### src/rtl/relu_pkg.sv
// ============================================================================
// Module   : relu_pkg
// Brief    : Shared types and signed select helper for the ReLU datapath.
// Revision : 1.0
// ============================================================================
`default_nettype none
`timescale 1ns/1ps

package relu_pkg;

  localparam int DEFAULT_BITWIDTH = 8;
  // Compares run at this width after sign extension; BITWIDTH must not exceed it.
  localparam int CMP_WIDTH = 32;

  typedef logic signed [DEFAULT_BITWIDTH-1:0] act_t;
  typedef logic signed [CMP_WIDTH-1:0]        cmp_word_t;

  typedef enum logic [1:0] {
    SEL_ZERO = 2'd0,
    SEL_DATA = 2'd1,
    SEL_MAX  = 2'd2
  } relu_sel_e;

  function automatic relu_sel_e relu_clamp_sel(
    input cmp_word_t x,
    input cmp_word_t thr,
    input cmp_word_t max_val,
    input logic      clip_en
  );
    relu_sel_e sel;
    if (x <= thr) begin
      sel = SEL_ZERO;
    end else if (clip_en && (x > max_val)) begin
      sel = SEL_MAX;
    end else begin
      sel = SEL_DATA;
    end
    return sel;
  endfunction

endpackage

`default_nettype wire

### src/rtl/relu_kernel.sv
// ============================================================================
// Module   : relu_kernel
// Brief    : Combinational threshold (and optional upper clip) of one sample.
//            Upper clip enabled by defining RELU_CLIP_EN.
// Revision : 1.0
// ============================================================================
`default_nettype none
`timescale 1ns/1ps

module relu_kernel
  import relu_pkg::*;
#(
  parameter int                          BITWIDTH  = DEFAULT_BITWIDTH,
  parameter logic signed [BITWIDTH-1:0]  THRESHOLD = '0,
  parameter logic signed [BITWIDTH-1:0]  MAX_VAL   = BITWIDTH'(6)
) (
  input  logic signed [BITWIDTH-1:0] data_i,
  output logic signed [BITWIDTH-1:0] result_o
);

`ifdef RELU_CLIP_EN
  localparam logic CLIP_EN = 1'b1;
`else
  localparam logic CLIP_EN = 1'b0;
`endif

  cmp_word_t data_wide;
  cmp_word_t thr_wide;
  cmp_word_t max_wide;
  relu_sel_e sel;

  // Sign extension keeps the compares exact at BITWIDTH; the result is
  // always one of the input, zero or MAX_VAL, so nothing is narrowed back.
  assign data_wide = cmp_word_t'(data_i);
  assign thr_wide  = cmp_word_t'(THRESHOLD);
  assign max_wide  = cmp_word_t'(MAX_VAL);

  assign sel = relu_clamp_sel(data_wide, thr_wide, max_wide, CLIP_EN);

  always_comb begin
    result_o = data_i;
    case (sel)
      SEL_ZERO: result_o = '0;
      SEL_MAX:  result_o = MAX_VAL;
      default:  result_o = data_i;
    endcase
  end

endmodule

`default_nettype wire

### src/rtl/simple_relu_core.sv
// ============================================================================
// Module   : simple_relu_core
// Brief    : Registered single-lane ReLU, one-cycle latency with valid flag.
//            Upper clip (ReLU6-style) enabled by defining RELU_CLIP_EN.
// Revision : 1.0
// ============================================================================
`default_nettype none
`timescale 1ns/1ps

module simple_relu_core
  import relu_pkg::*;
#(
  parameter int                          BITWIDTH  = DEFAULT_BITWIDTH,
  parameter logic signed [BITWIDTH-1:0]  THRESHOLD = '0,
  parameter logic signed [BITWIDTH-1:0]  MAX_VAL   = BITWIDTH'(6)
) (
  input  logic                       clk_i,
  input  logic                       rst_i,
  input  logic                       valid_i,
  input  logic signed [BITWIDTH-1:0] data_i,
  output logic                       valid_o,
  output logic signed [BITWIDTH-1:0] result_o
);

  logic signed [BITWIDTH-1:0] kernel_result;
  logic signed [BITWIDTH-1:0] result_q;
  logic                       valid_q;

  relu_kernel #(
    .BITWIDTH  (BITWIDTH),
    .THRESHOLD (THRESHOLD),
    .MAX_VAL   (MAX_VAL)
  ) u_kernel (
    .data_i   (data_i),
    .result_o (kernel_result)
  );

  // Result holds across idle cycles; only valid_o drops.
  always_ff @(posedge clk_i or posedge rst_i) begin
    if (rst_i) begin
      result_q <= '0;
      valid_q  <= 1'b0;
    end else begin
      valid_q <= valid_i;
      if (valid_i) begin
        result_q <= kernel_result;
      end
    end
  end

  assign result_o = result_q;
  assign valid_o  = valid_q;

endmodule

`default_nettype wire

### config.mk
export PLATFORM = sky130hd
export DESIGN_NAME = simple_relu_core
export DESIGN_NICKNAME = d
export VERILOG_FILES = /design/src/rtl/relu_pkg.sv /design/src/rtl/relu_kernel.sv /design/src/rtl/simple_relu_core.sv
export SDC_FILE = /design/constraint.sdc
export NUM_CORES = 1
export LEC_CHECK = 0
export BUFFER_PORTS_ARGS = -buffer_cell sky130_fd_sc_hd__clkbuf_2
export CORE_AREA = 4 4 41 43
export CTS_CLUSTER_SIZE = 12
export DETAILED_ROUTE_END_ITERATION = 10
export DIE_AREA = 0 0 45 47
export MAX_ROUTING_LAYER = met4
export SYNTH_ARGS = -nofsm -noshare
export SYNTH_HDL_FRONTEND = slang
export SYNTH_HIERARCHICAL = 1
export SYNTH_SLANG_ARGS = --single-unit
### constraint.sdc
create_clock -name clk_i -period 0.8 [get_ports clk_i]
set_input_delay 0.16 -clock clk_i [delete_from_list [all_inputs] [get_ports clk_i]]
set_output_delay 0.16 -clock clk_i [all_outputs]
set_load 0.01 [all_outputs]
Word-level counts from Yosys, hierarchy flattened
Cells that the tools add are included.
{"block": "word_totals", "regBits": 9, "output_inout_bits": 9, "in_bits": 11, "word_cells": 7}
{"block": "op_classes", "order_cmp": 1, "reduce_logical": 1, "mux": 2, "eq_ne": 1}
{"cell": "$pmux W8 S2", "n": 1}
{"cell": "$le A8 B1 Y1 const B", "n": 1}
{"cell": "$eq A1 B2 Y1 const B", "n": 1}
{"cell": "$logic_not A2 Y1", "n": 1}
{"cell": "$mux W1", "n": 1}

Longest topological paths before layout
Gate-level depths: netlist of run 1.
{"block": "logic_depth", "word_depth": 4, "ltp_mapped": 2, "ltp_nobuf": 2}

Cells and area by module
Netlist of run 1, hierarchy kept.
{"module": "simple_relu_core", "seq_area_each_um2": 225.2, "instances": 1, "cells_each": 19, "area_per_inst_um2": 360.3}
{"module": "relu_kernel", "seq_area_each_um2": 0.0, "instances": 1, "cells_each": 9, "area_per_inst_um2": 55.1}

Worst setup path after synthesis of run 1
Ideal clock, no wire load.
{"block": "synth_timing", "path_type": "reg-to-reg", "from": "register, netlist name result_o[0]", "to": "register result_q[0], in the netlist result_o[0]", "slack_ns": 0.021, "t_arrival_ns": 0.654, "setup_time_ns": 0.125, "period_less_slack_ns": 0.779, "required_ns": 0.675, "stages_incl_launch_ff": 2, "cell_sequence": "dfrtp_1 mux2_4"}
{"item": "end signal, assigned", "line_no": "simple_relu_core.sv:46", "source": "result_q <= kernel_result;"}
{"item": "end, declared", "line_no": "simple_relu_core.sv:26", "source": "logic signed [BITWIDTH-1:0] result_q;"}

Worst setup path in the final report of run 1
{"block": "layout_timing", "from": "register result_q[5], in the netlist result_o[5]", "to": "output result_o[5]"}
{"item": "end, declared", "line_no": "simple_relu_core.sv:22", "source": "output logic signed [BITWIDTH-1:0] result_o"}
No word-level cell between the ends.

==> impl.org, run 1 <==
** Status
- Outcome :: finished with violations
- Violated checks :: negative setup slack

** Timing
- Across the routed clock network, the largest skew measured is 0 ns.
- Smallest setup slack after layout :: -0.135 ns
- Number of hold-slack violations in the final timing report :: 0
- Max Transition Viols Final :: 0
- Min Tclk post-route :: 0.935 ns
- Unrepaired setup endpoints after global routing :: yes
- Part of the cycle the worst path needs :: 117%
- Setup violations remaining at the end of the flow were counted as 14.
- Max Freq :: 1.07 GHz
- Summed over all failing endpoints, the final setup total negative slack is -1.43 ns.
- Min Hold Slack :: 0.222 ns

** Synth
- Number of enable flip-flop cells after synthesis :: 0
- The number of nets handed over by synthesis was 39.
- Portion of synthesized cell area occupied by the leading cell type :: 54.2%
- Mapped Area :: 415 sq um
- Most common cell in the netlist :: sky130_fd_sc_hd__dfrtp_1
- The cell count after synthesis came out at 28.
- Sequential cells were found to cover 54.2% of the synthesized design area.
- Share of flip-flops with an asynchronous set or reset after synthesis :: 100%
- Sorting the synthesized cells by area gives the leading types as sky130_fd_sc_hd__dfrtp_1, sky130_fd_sc_hd__mux2_4, sky130_fd_sc_hd__nor2b_1.
- Most instantiated cells after synthesis :: sky130_fd_sc_hd__dfrtp_1, sky130_fd_sc_hd__mux2_4, sky130_fd_sc_hd__nor2b_1
- A synthesized cell averages 14.8 sq um.
- The largest total area in the synthesized netlist belongs to sky130_fd_sc_hd__dfrtp_1.
- After synthesis, the netlist uses 7 different library cells.
- Synth Flop Type :: sky130_fd_sc_hd__dfrtp_1
- Register bit total from synthesis :: 9
- Warning count from the yosys run :: 6

** Place
- Total cell area at the placement stage :: 510 sq um
- Port-buffer cells :: 19
- Global placer's final weighted congestion :: 0.548
- Before CTS, the worst setup slack after placement is -0.0839 ns.
- Number of cells after detailed placement :: 60

** Floorplan
- Horiz. Die Dim :: 45 microns
- The core region is 1300 sq um.
- Die height :: 47 microns
- The floorplan has 13 rows.
- Initial core utilization :: 31.9%
- Die Outline Area :: 2120 sq um
- Number of top-level design ports :: 20

** GRT
- For this run, global-route usage on met3 was measured as 3.45%.
- Pin count of the biggest net entering global routing :: 10
- The first global-routing pass estimated 1.20 mm of wire.
- Grt ovf :: 0
- The initial antenna violation count is 0.
- Vias in the first global route :: 285
- After global routing, the most crowded layer is met2.
- For this run, global-route usage on met2 was measured as 12.7%.
- Global routing usage summed across all routing layers :: 8.18%
- For this run, global-route usage on met1 was measured as 9.88%.

** Finish
- Non-filler instance count after layout :: 70
- Fraction of layout cells with a size suffix above 1 :: 63.6%
- The area growth from synthesis to layout is 45.2%.
- At the end of the flow, the number of nets in the layout was 67.
- Post-route cell area :: 603 sq um
- Antenna diodes :: 0
- Cells fill 46.3% of the core in the end.

** Critical path
- Critical-path top delay cell :: sky130_fd_sc_hd__dfrtp_1
- STA classifies the critical path startpoint as a flop.
- The number of buffers and inverters on the critical path is 1.
- The critical path goes through clkbuf_2.
- Crit path max fanout :: 2
- For flop-to-flop paths, the worst setup slack is -0.07 ns.
- STA classifies the critical path endpoint as an output port.
- Critical Setup Path Class :: reg -> out
- CP Data Required Time :: 0.64 ns
- For the worst setup path, the data arrival time is 0.77 ns.
- In this design, the stage delay of the slowest critical-path cell is 0.39 ns.
- The cell family contributing the most delay on the critical path is flip-flops.

** Flow run
- Across the run, the number of max-cap violations was 0.

** Pwr
- VDD sags by at most 1.03 mV.
- Leak pwr :: 0.333 nW
- Total power for the finished layout comes to 1.10 mW.
- Power spread over the standard cell area amounts to 1820 nW/um^2.

** Detailed routing
- For this block, the initial DRC count from the detailed router was 1.
- Routed wire length :: 764 microns
- Detailed routing inserted a total of 294 vias.
- Dividing the detail-routed via count by the number of cells gives 4.20.
- Dividing the detail-routed wire length by the instance count gives 10.9 microns.
- Number of optimization iterations in the first detailed-route pass :: 2
- In the routed design, unresolved DRC markers number 0.
- The count of nets left with antenna violations once routing finished came out at 0.

** Clock network
- CTS placed an instance of sky130_fd_sc_hd__clkbuf_4 at the clock tree root.
- Clock network latency to the later pin of the worst-skew pair :: 0.26 ns
- Number of sinks handled by clock tree synthesis :: 9
- No sink is reached through more buffers than the 2 on the longest clock path.
- Total CTS buffers :: 3
- CTS tree :: yes
- In this run the number of H-tree levels came out at 1.
- Clock transition time at the flip-flop clock pins of the worst setup and hold paths :: 0.06 ns

** Min path
- Classification of the worst-slack hold path :: in -> reg
-- registers in the layout, indices dropped and copies added (netlist names) --
name      count
result_o      8
valid_o       1
-- cell families (layout without fill, tap and decap cells) --
logic type,after synthesis,in the layout,synth area share (%)
other,1,1,0.903
DFF,9,9,54.2
buffers and inverters,3,30,5.42
and+or+nand+nor,7,7,10.5
muxes,8,8,28.9
-- final timing paths --
kind	start	endpoint	cells past startpoint
max	result_o[5]	result_o[5]	1
min	valid_i	valid_o	1
max reg2reg	result_o[5]	result_o[5]	2
min reg2reg	result_o[7]	result_o[7]	1
max in group asynchronous	rst_i	result_o[2]	3
min in group asynchronous	rst_i	result_o[0]	3
-- layer usage --
metal  up-vias  wire [microns]  part of all wire, %
met1       142             340                   45
met4         0               0                    0
met2        12             361                   47
met5         -               0                    0
li1        140               -                    -
met3         0              62                  8.1
-- what timing repair did --
item                                   4_1_cts  5_1_grt
hold buffers                                 1        0
setup endpoints to repair                    9       14
gates resized for setup                      0        5
gates cloned                                 0        0
endpoints found under the hold margin        9        0
setup buffers                                5        0
pin swaps                                    0        0
-- report_power, final --
group | internal, mW | switching [mW] | leakage, nW
combinational | 0.147 | 0.0830 | 0.204
clock | 0.192 | 0.157 | 0.0150
sequential | 0.494 | 0.0226 | 0.114
-- layout make-up --
type                    instances  area, sq um
fillers                       139          698
clock buffers                   4         26.3
multi-input cells              16          168
repair buffers                 25          161
well taps                      15         18.8
inverters                       1         3.75
flip-flops and latches          9          225
-- placed cells by master (no fill, tap or decap) --
| cell type | instances |
|---|---|
| sky130_fd_sc_hd__clkbuf_2 | 19 |
| sky130_fd_sc_hd__dfrtp_1 | 9 |
| sky130_fd_sc_hd__mux2_4 | 8 |
| sky130_fd_sc_hd__nor2b_1 | 7 |
| sky130_fd_sc_hd__buf_6 | 5 |
| sky130_fd_sc_hd__clkbuf_4 | 3 |
| sky130_fd_sc_hd__inv_1 | 1 |
| sky130_fd_sc_hd__clkbuf_1 | 1 |
| sky130_fd_sc_hd__dlygate4sd3_1 | 1 |
| sky130_fd_sc_hd__conb_1 | 1 |
Power figures use the tool's default switching activity.
==> inputs of run 2 (changes only) <==
--- a/config.mk
+++ b/config.mk
@@ -5,6 +5,7 @@
 export SDC_FILE = /design/constraint.sdc
 export NUM_CORES = 1
 export LEC_CHECK = 0
+export ABC_AREA = 1
 export BUFFER_PORTS_ARGS = -buffer_cell sky130_fd_sc_hd__clkbuf_2
 export CORE_AREA = 4 4 41 43
 export CTS_CLUSTER_SIZE = 12
==> run 2 against run 1 <==
The run still ends with negative setup slack left. Cell count is 53% higher. Clock power is 4% lower. Largest cell class unchanged. Sequential cell count stayed put. Hold slack worse by 0.059 ns. Utilization is 4.1 points higher. Critical path type unchanged. Total power is 3.2% lower. Sequential power is 2% lower. Die area stayed put. First-iteration DRC count stayed put.
==> impl.org, run 2 <==
** Detailed routing
- Number of vias after detailed routing :: 429 (was 294)
- The ratio of routed vias to standard cells is 4.01 (was 4.20).
- The first-pass iteration count of the detailed router was 2 (unchanged).
- Met3 WL post-DR :: 73 microns (was 62 microns)
- Routed WL per cell :: 8.35 microns (was 10.9 microns)
- The number of remaining DRC errors was 0 (unchanged).
- The highest routed metal layer is met3 (unchanged).
- Sum of met2 wire segment lengths after detailed routing :: 426 microns (was 361 microns)
- Met1 WL :: 393 microns (was 340 microns)
- Final ANT Viol Nets :: 0 (unchanged)
- Drt initial violations :: 1 (unchanged)
- The total routed wirelength was 893 microns (was 764 microns).

** Synth
- The area of the mapped netlist came to 435 sq um (was 415 sq um).
- Post-synthesis sequential area ratio :: 51.7% (was 54.2%)
- The synthesis warning total was 6 (unchanged).
- The most common flop cell mapped by yosys is sky130_fd_sc_hd__dfrtp_1 (unchanged).
- Number of enable flip-flop cells after synthesis :: 0 (unchanged)
- Portion of synthesized cell area occupied by the leading cell type :: 51.7% (was 54.2%)
- Mean cell area of the mapped netlist :: 7.51 sq um (was 14.8 sq um)
- The dominant cell type by area after synthesis is sky130_fd_sc_hd__dfrtp_1 (unchanged).
- Instance count of the mapped netlist :: 58 (was 28)
- Syn Nets :: 69 (was 39)
- Most instantiated cells after synthesis: sky130_fd_sc_hd__nand2_1, sky130_fd_sc_hd__dfrtp_1, sky130_fd_sc_hd__inv_1, sky130_fd_sc_hd__nor3_1, sky130_fd_sc_hd__nor2_1 (was sky130_fd_sc_hd__dfrtp_1, sky130_fd_sc_hd__mux2_4, sky130_fd_sc_hd__nor2b_1).
- Synth area leaders: sky130_fd_sc_hd__dfrtp_1, sky130_fd_sc_hd__nand2_1, sky130_fd_sc_hd__nor3_1 (was sky130_fd_sc_hd__dfrtp_1, sky130_fd_sc_hd__mux2_4, sky130_fd_sc_hd__nor2b_1).
- Number of distinct standard cells referenced by the synthesized netlist :: 10 (was 7)
- The synthesis-stage register bit count is 9 (unchanged).
- The share of async-settable or async-resettable flops after synthesis is 100% (unchanged).
- Most common cell in the netlist :: sky130_fd_sc_hd__nand2_1 (was sky130_fd_sc_hd__dfrtp_1)

** Timing
- Layout Skew :: 0 ns (unchanged)
- The final number of hold-violating endpoints came to 0 (unchanged).
- Final setup violation count :: 9 (was 14)
- The post-layout worst setup margin came to -0.115 ns (was -0.135 ns).
- The fraction of the cycle the final worst path needs was 114% (was 117%).
- Max Transition Viols Final :: 0 (unchanged)
- The final period demand of the worst path is 0.915 ns (was 0.935 ns).
- The maximum clock frequency is 1.09 GHz (was 1.07 GHz).
- Unrepaired setup endpoints after global routing :: yes (unchanged)
- The worst hold-check slack came to 0.163 ns (was 0.222 ns).

** Min path
- Classification of the worst-slack hold path :: in -> reg (unchanged)
- WHS Path Cells :: 1 (unchanged)

** Finish
- Post-route cell area :: 657 sq um (was 603 sq um)
- The proportion of layout cells with a drive suffix above 1 is 39.1% (was 63.6%).
- The number of standard cells in the final layout excluding fillers is 107 (was 70).
- The post-synthesis to final-layout area growth is 50.9% (was 45.2%).
- The number of flip-flops under the largest register name was 8 (unchanged).
- The net count of the finished layout is 104 (was 67).
- Antenna diodes :: 0 (unchanged)
- Commonest non-fill, non-tap cell in the layout :: sky130_fd_sc_hd__nand2_1 (was sky130_fd_sc_hd__clkbuf_2)
- Commonest cells after routing, fill and taps aside :: sky130_fd_sc_hd__nand2_1, sky130_fd_sc_hd__clkbuf_2, sky130_fd_sc_hd__buf_4 (was sky130_fd_sc_hd__clkbuf_2, sky130_fd_sc_hd__dfrtp_1, sky130_fd_sc_hd__mux2_4)

** Floorplan
- The height of the die was 47 microns (unchanged).
- Horiz. Die Dim :: 45 microns (unchanged)
- Initial core utilization :: 33.5% (was 31.9%)
- The total number of placement rows was 13 (unchanged).
- The placeable core area is 1300 sq um (unchanged).
- The die area is 2120 sq um (unchanged).
- Number of top-level design ports :: 20 (unchanged)

** Critical path
- The critical path's largest stage delay is 0.38 ns (was 0.39 ns).
- The worst-path cell with the longest stage delay is sky130_fd_sc_hd__dfrtp_1 (unchanged).
- Critical Setup Path Class :: reg -> out (unchanged)
- Crit path max fanout :: 2 (unchanged)
- The sort of element at the start of the critical path is a flop (unchanged).
- Depth of the most critical reg-to-reg path :: 3 (was 2)
- Critical Path End Type :: output port (unchanged)
- Crit path cell chain :: clkbuf_2 (unchanged)
- Number of buffer and inverter stages on the critical path :: 1 (unchanged)
- CP Data Required Time :: 0.64 ns (about the same)
- The critical path depth in cells was 1 (unchanged).
- The data arrival time of the worst path was 0.76 ns (was 0.77 ns).
- The family with the most delay on the worst path was flip-flops (unchanged).
- The setup slack on the worst flop-to-flop path came to 0.09 ns (was -0.07 ns).

** Pwr
- The worst ir drop on vdd was 0.537 mV (was 1.03 mV).
- The power density of the placed cells was 1610 nW/um^2 (was 1820 nW/um^2).
- Power Total :: 1.06 mW (was 1.10 mW)
- Leak pwr :: 0.409 nW (was 0.333 nW)

** Clock network
- Number of H-tree levels :: 1 (unchanged)
- The master cell of the clock root buffer is sky130_fd_sc_hd__clkbuf_4 (unchanged).
- The worst-skew pair later-pin latency came to 0.25 ns (was 0.26 ns).
- Clock transition time at the flip-flop clock pins of the worst setup and hold paths :: 0.06 ns (about the same)
- The clock sink count was 9 (unchanged).
- The CTS buffer count was 3 (unchanged).
- CTS tree :: yes (unchanged)
- Maximum clock insertion buffer count :: 2 (unchanged)

** Place
- The count of buffers inserted at the top-level ports was 19 (unchanged).
- Detailed placement finished with a half-perimeter wire length of 721 microns.
- Pre-CTS worst setup slack :: -0.0978 ns (was -0.0839 ns)
- The cell area reported after detailed placement is 576 sq um (was 510 sq um).
- The number of placed cells counting well taps was 96 (was 60).
- Global placer's final weighted congestion :: 0.728 (was 0.548)

** Status
- Violated checks: negative setup slack (unchanged).
- Outcome: finished with violations (unchanged).

** GRT
- The largest net degree at the start of global routing came to 11 (was 10).
- Antenna violations before repair :: 0 (unchanged)
- Grt ovf :: 0 (unchanged)
- The via count of the first global-routing pass is 378 (was 285).
- The total routing usage reported by global routing came to 9.71% (was 8.18%).
- Wire length of the first global-routing pass :: 1.46 mm (was 1.20 mm)

** Flow run
- The max-capacitance violation count is 0 (unchanged).
## run 2: cell count changes after synthesis, sizes merged
| cell | previous run | this run |
|---|---|---|
| nor2b | 7 | 0 |
| inv | 1 | 9 |
| nor3 | 0 | 6 |
| nor2 | 0 | 5 |
| mux2 | 8 | 0 |
| nand2 | 0 | 26 |
## run 2: path summary, 6_finish.rpt
| kind | startpoint | endpoint |
|---|---|---|
| worst max register to register | result_o[0] | result_o[0] |
| min in group asynchronous | rst_i | result_o[1] |
| worst min-delay path | valid_i | valid_o |
| max in group asynchronous | rst_i | result_o[2] |
| worst max-delay path | result_o[4] | result_o[4] |
| worst min register to register | result_o[2] | result_o[2] |
## run 2: cells by family (layout without fill, tap and decap cells)
family	after synthesis	after routing	synth area share (%)
other	1	1	0.861
and+or+nand+nor	37	37	35.3
DFF	9	9	51.7
buffers and inverters	11	45	12.1
## run 2: through the flow
stage          TNS, ns  util (%)
2_1_floorplan        0         -
3_3_place_gp    -0.387      44.2
3_5_place_dp    -0.522      44.2
4_1_cts          -1.10      49.9
5_1_grt          -1.29      50.5
6_report        -0.981      50.5
## run 2: worst register-to-register path: stages, from the launching register on
cell and delay [ns]:
sky130_fd_sc_hd__dfrtp_1 0.37, sky130_fd_sc_hd__buf_4 0.13, sky130_fd_sc_hd__nand2_1 0.06, sky130_fd_sc_hd__nand2_1 0.05
## run 2: where the power goes
group	switching (mW)	total (mW)	internal [mW]
registers	0.0154	0.505	0.490
clock network	0.144	0.336	0.191
logic	0.105	0.219	0.115
total	0.264	1.06	0.796
## run 2: layout make-up
class                   count  area, sq um
clock buffers               4         26.3
fillers                   152          644
inverters                   9         33.8
multi-input cells          38          158
flip-flops and latches      9          225
well taps                  15         18.8
repair buffers             32          195
## run 2: what timing repair did
item | 4_1_cts | 5_1_grt
endpoints found under the setup margin | 9 | 9
resized for setup | 0 | 0
setup buffers | 5 | 1
hold buffers | 1 | 0
endpoints found under the hold margin | 9 | 0
## run 2: layer usage
layer  vias up  global-route usage, %
met5         -                      -
met4         0                   5.26
met3         0                   2.30
met2        17                   15.5
met1       178                   11.2
li1        234                      -
==> inputs of run 3 (changes only) <==
--- a/config.mk
+++ b/config.mk
@@ -12,6 +12,9 @@
 export DETAILED_ROUTE_END_ITERATION = 10
 export DIE_AREA = 0 0 45 47
 export MAX_ROUTING_LAYER = met4
+export PLACE_DENSITY = 0.58
+export RECOVER_POWER = 50
+export SLEW_MARGIN = 30
 export SYNTH_ARGS = -nofsm -noshare
 export SYNTH_HDL_FRONTEND = slang
 export SYNTH_HIERARCHICAL = 1
==> run 3 against run 2 <==
The run still ends with negative setup slack left. Cell count shrank 2.8%. Setup slack lost 0.013 ns. Fmax shrank 1.4%. Critical path type unchanged.
==> impl.org, run 3 (synthesis results as in run 2) <==
** Status
- Outcome :: finished with violations (unchanged)
- Violated checks: negative setup slack (unchanged).

** Detailed routing
- The ratio of routed vias to standard cells came to 4.15 (was 4.01).
- The starting DRC count in detailed routing came to 4 (was 1).
- The first-pass iteration count of the detailed router came to 2 (unchanged).
- The average detailed-routed wire length per instance was 8.74 microns (was 8.35 microns).
- The total routed wirelength is 909 microns (was 893 microns).
- The number of remaining DRC errors came to 0 (unchanged).
- The via count of the routed design came to 432 (was 429).
- The remaining number of nets flagged by the antenna check after routing is 0 (unchanged).

** Clock network
- Clock network latency to the later pin of the worst-skew pair :: 0.26 ns (was 0.25 ns)
- The post-cts resize count was 0 (unchanged).
- Clock transition time at the flip-flop clock pins of the worst setup and hold paths :: 0.06 ns (about the same)
- The CTS buffer count was 3 (unchanged).
- The master cell of the clock root buffer is sky130_fd_sc_hd__clkbuf_4 (unchanged).
- The deepest level of the CTS H-tree is 1 (unchanged).
- Maximum clock insertion buffer count :: 2 (unchanged)
- Number of sinks handled by clock tree synthesis :: 9 (unchanged)
- The CTS tree is yes (unchanged).

** GRT
- Vias in the first global route :: 365 (was 378)
- The initial antenna violation count came to 0 (unchanged).
- The remaining global-route overflow is 0 (unchanged).
- The total routing usage reported by global routing was 11.5% (was 9.71%).
- The largest net degree at the start of global routing is 11 (unchanged).
- Wire length of the first global-routing pass :: 1.57 mm (was 1.46 mm)

** Pwr
- The power density of the placed cells is 1660 nW/um^2 (was 1610 nW/um^2).
- Leak pwr :: 0.392 nW (was 0.409 nW)
- Clock power share :: 32.5% (was 31.7%)
- The internal portion of total power was 0.783 mW (was 0.796 mW).
- The overall power came to 1.05 mW (was 1.06 mW).
- Switching power :: 0.268 mW (was 0.264 mW)
- The share of total power consumed by net switching is 25.5% (was 24.9%).
- Worst IR Drop VDD :: 0.656 mV (was 0.537 mV)
- The sequential fraction of design power is 48.1% (was 47.7%).
- Comb power frac :: 19.3% (was 20.7%)

** Finish
- The post-synthesis to final-layout area growth is 45.4% (was 50.9%).
- Number of flip-flops under the largest register name :: 8 (unchanged)
- Antenna diodes :: 0 (unchanged)
- Number of nets in the layout :: 101 (was 104)
- Commonest cells after routing, fill and taps aside :: sky130_fd_sc_hd__nand2_1, sky130_fd_sc_hd__clkbuf_2, sky130_fd_sc_hd__inv_1, sky130_fd_sc_hd__buf_4, sky130_fd_sc_hd__dfrtp_1 (was sky130_fd_sc_hd__nand2_1, sky130_fd_sc_hd__clkbuf_2, sky130_fd_sc_hd__buf_4)
- Commonest non-fill, non-tap cell in the layout :: sky130_fd_sc_hd__nand2_1 (unchanged)
- The number of inserted filler cells in the final layout was 155 (was 152).
- The proportion of layout cells with a drive suffix above 1 is 34.8% (was 39.1%).

** Timing
- Smallest setup slack after layout :: -0.129 ns (was -0.115 ns)
- Part of the cycle the worst path needs :: 116% (was 114%)
- Unrepaired setup endpoints after global routing :: yes (unchanged)
- Layout Skew :: 0 ns (unchanged)
- The maximum clock frequency came to 1.08 GHz (was 1.09 GHz).
- Number of hold-slack violations in the final timing report :: 0 (unchanged)
- The final period demand of the worst path is 0.929 ns (was 0.915 ns).
- The total of endpoints with negative setup slack in the final report is 10 (was 9).
- Max Transition Viols Final :: 0 (unchanged)

** Floorplan
- The height of the die was 47 microns (unchanged).
- Number of top-level design ports :: 20 (unchanged)
- Initial core utilization :: 33.5% (unchanged)
- Horiz. Die Dim :: 45 microns (unchanged)
- The placeable core area is 1300 sq um (unchanged).
- The total number of placement rows is 13 (unchanged).
- Die Outline Area :: 2120 sq um (unchanged)

** Critical path
- Kind of cell adding the most delay to the critical path :: flip-flops (unchanged)
- The setup slack on the worst flop-to-flop path came to -0.05 ns (was 0.09 ns).
- The data required time of the critical path was 0.64 ns (about the same).
- Crit path cell chain :: clkbuf_2 (unchanged)
- Worst R2R End :: result_o[5] (was result_o[0])
- Reg2Reg Launch Point :: result_o[5] (was result_o[0])
- Number of buffer and inverter stages on the critical path :: 1 (unchanged)
- Largest incremental delay on the critical path :: 0.38 ns (about the same)
- The worst-path cell with the longest stage delay was sky130_fd_sc_hd__dfrtp_1 (unchanged).
- Crit path max fanout :: 2 (unchanged)
- The sort of element at the start of the critical path was a flop (unchanged).
- Critical Setup Path Class :: reg -> out (unchanged)
- Depth of the most critical reg-to-reg path :: 4 (was 3)
- Critical Path End Type :: output port (unchanged)
- The data arrival time of the worst path is 0.77 ns (was 0.76 ns).

** Min path
- The worst hold path endpoint is valid_o (unchanged).
- The hold path depth was 1 (unchanged).
- The beginning of the worst hold path is valid_i (unchanged).
- Classification of the worst-slack hold path :: in -> reg (unchanged)

** Place
- Port-buffer cells :: 19 (unchanged)
- Global placer's final weighted congestion :: 0.671 (was 0.728)
- Total half-perimeter wirelength after legalization and detailed placement :: 699 microns (was 721 microns)
- The post-placement worst setup slack was -0.0988 ns (was -0.0978 ns).

** Flow run
- The max-capacitance violation count was 0 (unchanged).
## run 3: worst max path at each step
stage | endpoint | cells past startpoint | start
after floorplan | result_o[0] | 6 | data_i[6]
after global placement | result_o[6] | 7 | data_i[0]
final | result_o[5] | 1 | result_o[5]
after CTS | result_o[1] | 1 | result_o[1]
after global routing | result_o[5] | 1 | result_o[5]
after detailed placement | result_o[6] | 7 | data_i[0]
## run 3: metal layers
layer  up-vias  GRT usage [%]  wire length, microns
met2        17           15.8                   407
li1        231              -                     -
met4         0           14.0                    36
met5         -              -                     0
met1       180           13.3                   398
met3         4           1.15                    67
## run 3: power by group through the flow
stage               registers, mW  logic [mW]  clock network [mW]
floorplan                   0.532      0.0753                   0
global placement            0.514       0.180                   0
detailed placement          0.515       0.182                   0
CTS                         0.506       0.192               0.364
global route                0.509       0.231               0.387
finish                      0.506       0.203               0.342
## run 3: area by class of cell
type	instances	area, sq um	share of cell area [%]
Multi-Input combinational cell	38	158	24.9
Timing Repair Buffer	29	171	27.1
Tap cell	15	18.8	2.96
Clock buffer	4	26.3	4.15
Inverter	9	33.8	5.34
Sequential cell	9	225	35.6
## run 3: per-stage QoR
step,instances,util [%],cell area [sq um],setup TNS [ns],hold slack [ns]
after floorplan,58,-,435,0,-0.0121
after global placement,95,43.7,568,-0.401,0.113
after detailed placement,95,43.7,568,-0.528,0.116
after CTS,101,47.0,612,-1.17,0.142
after global routing,104,48.7,633,-1.44,0.214
final,104,48.7,633,-1.09,0.200
## run 3: repair_timing
action / CTS / global route
cloned: 0 / 0
hold endpoints to repair: 9 / 0
setup buffers: 1 / 3
hold buffers: 1 / 0
endpoints found under the setup margin: 9 / 9
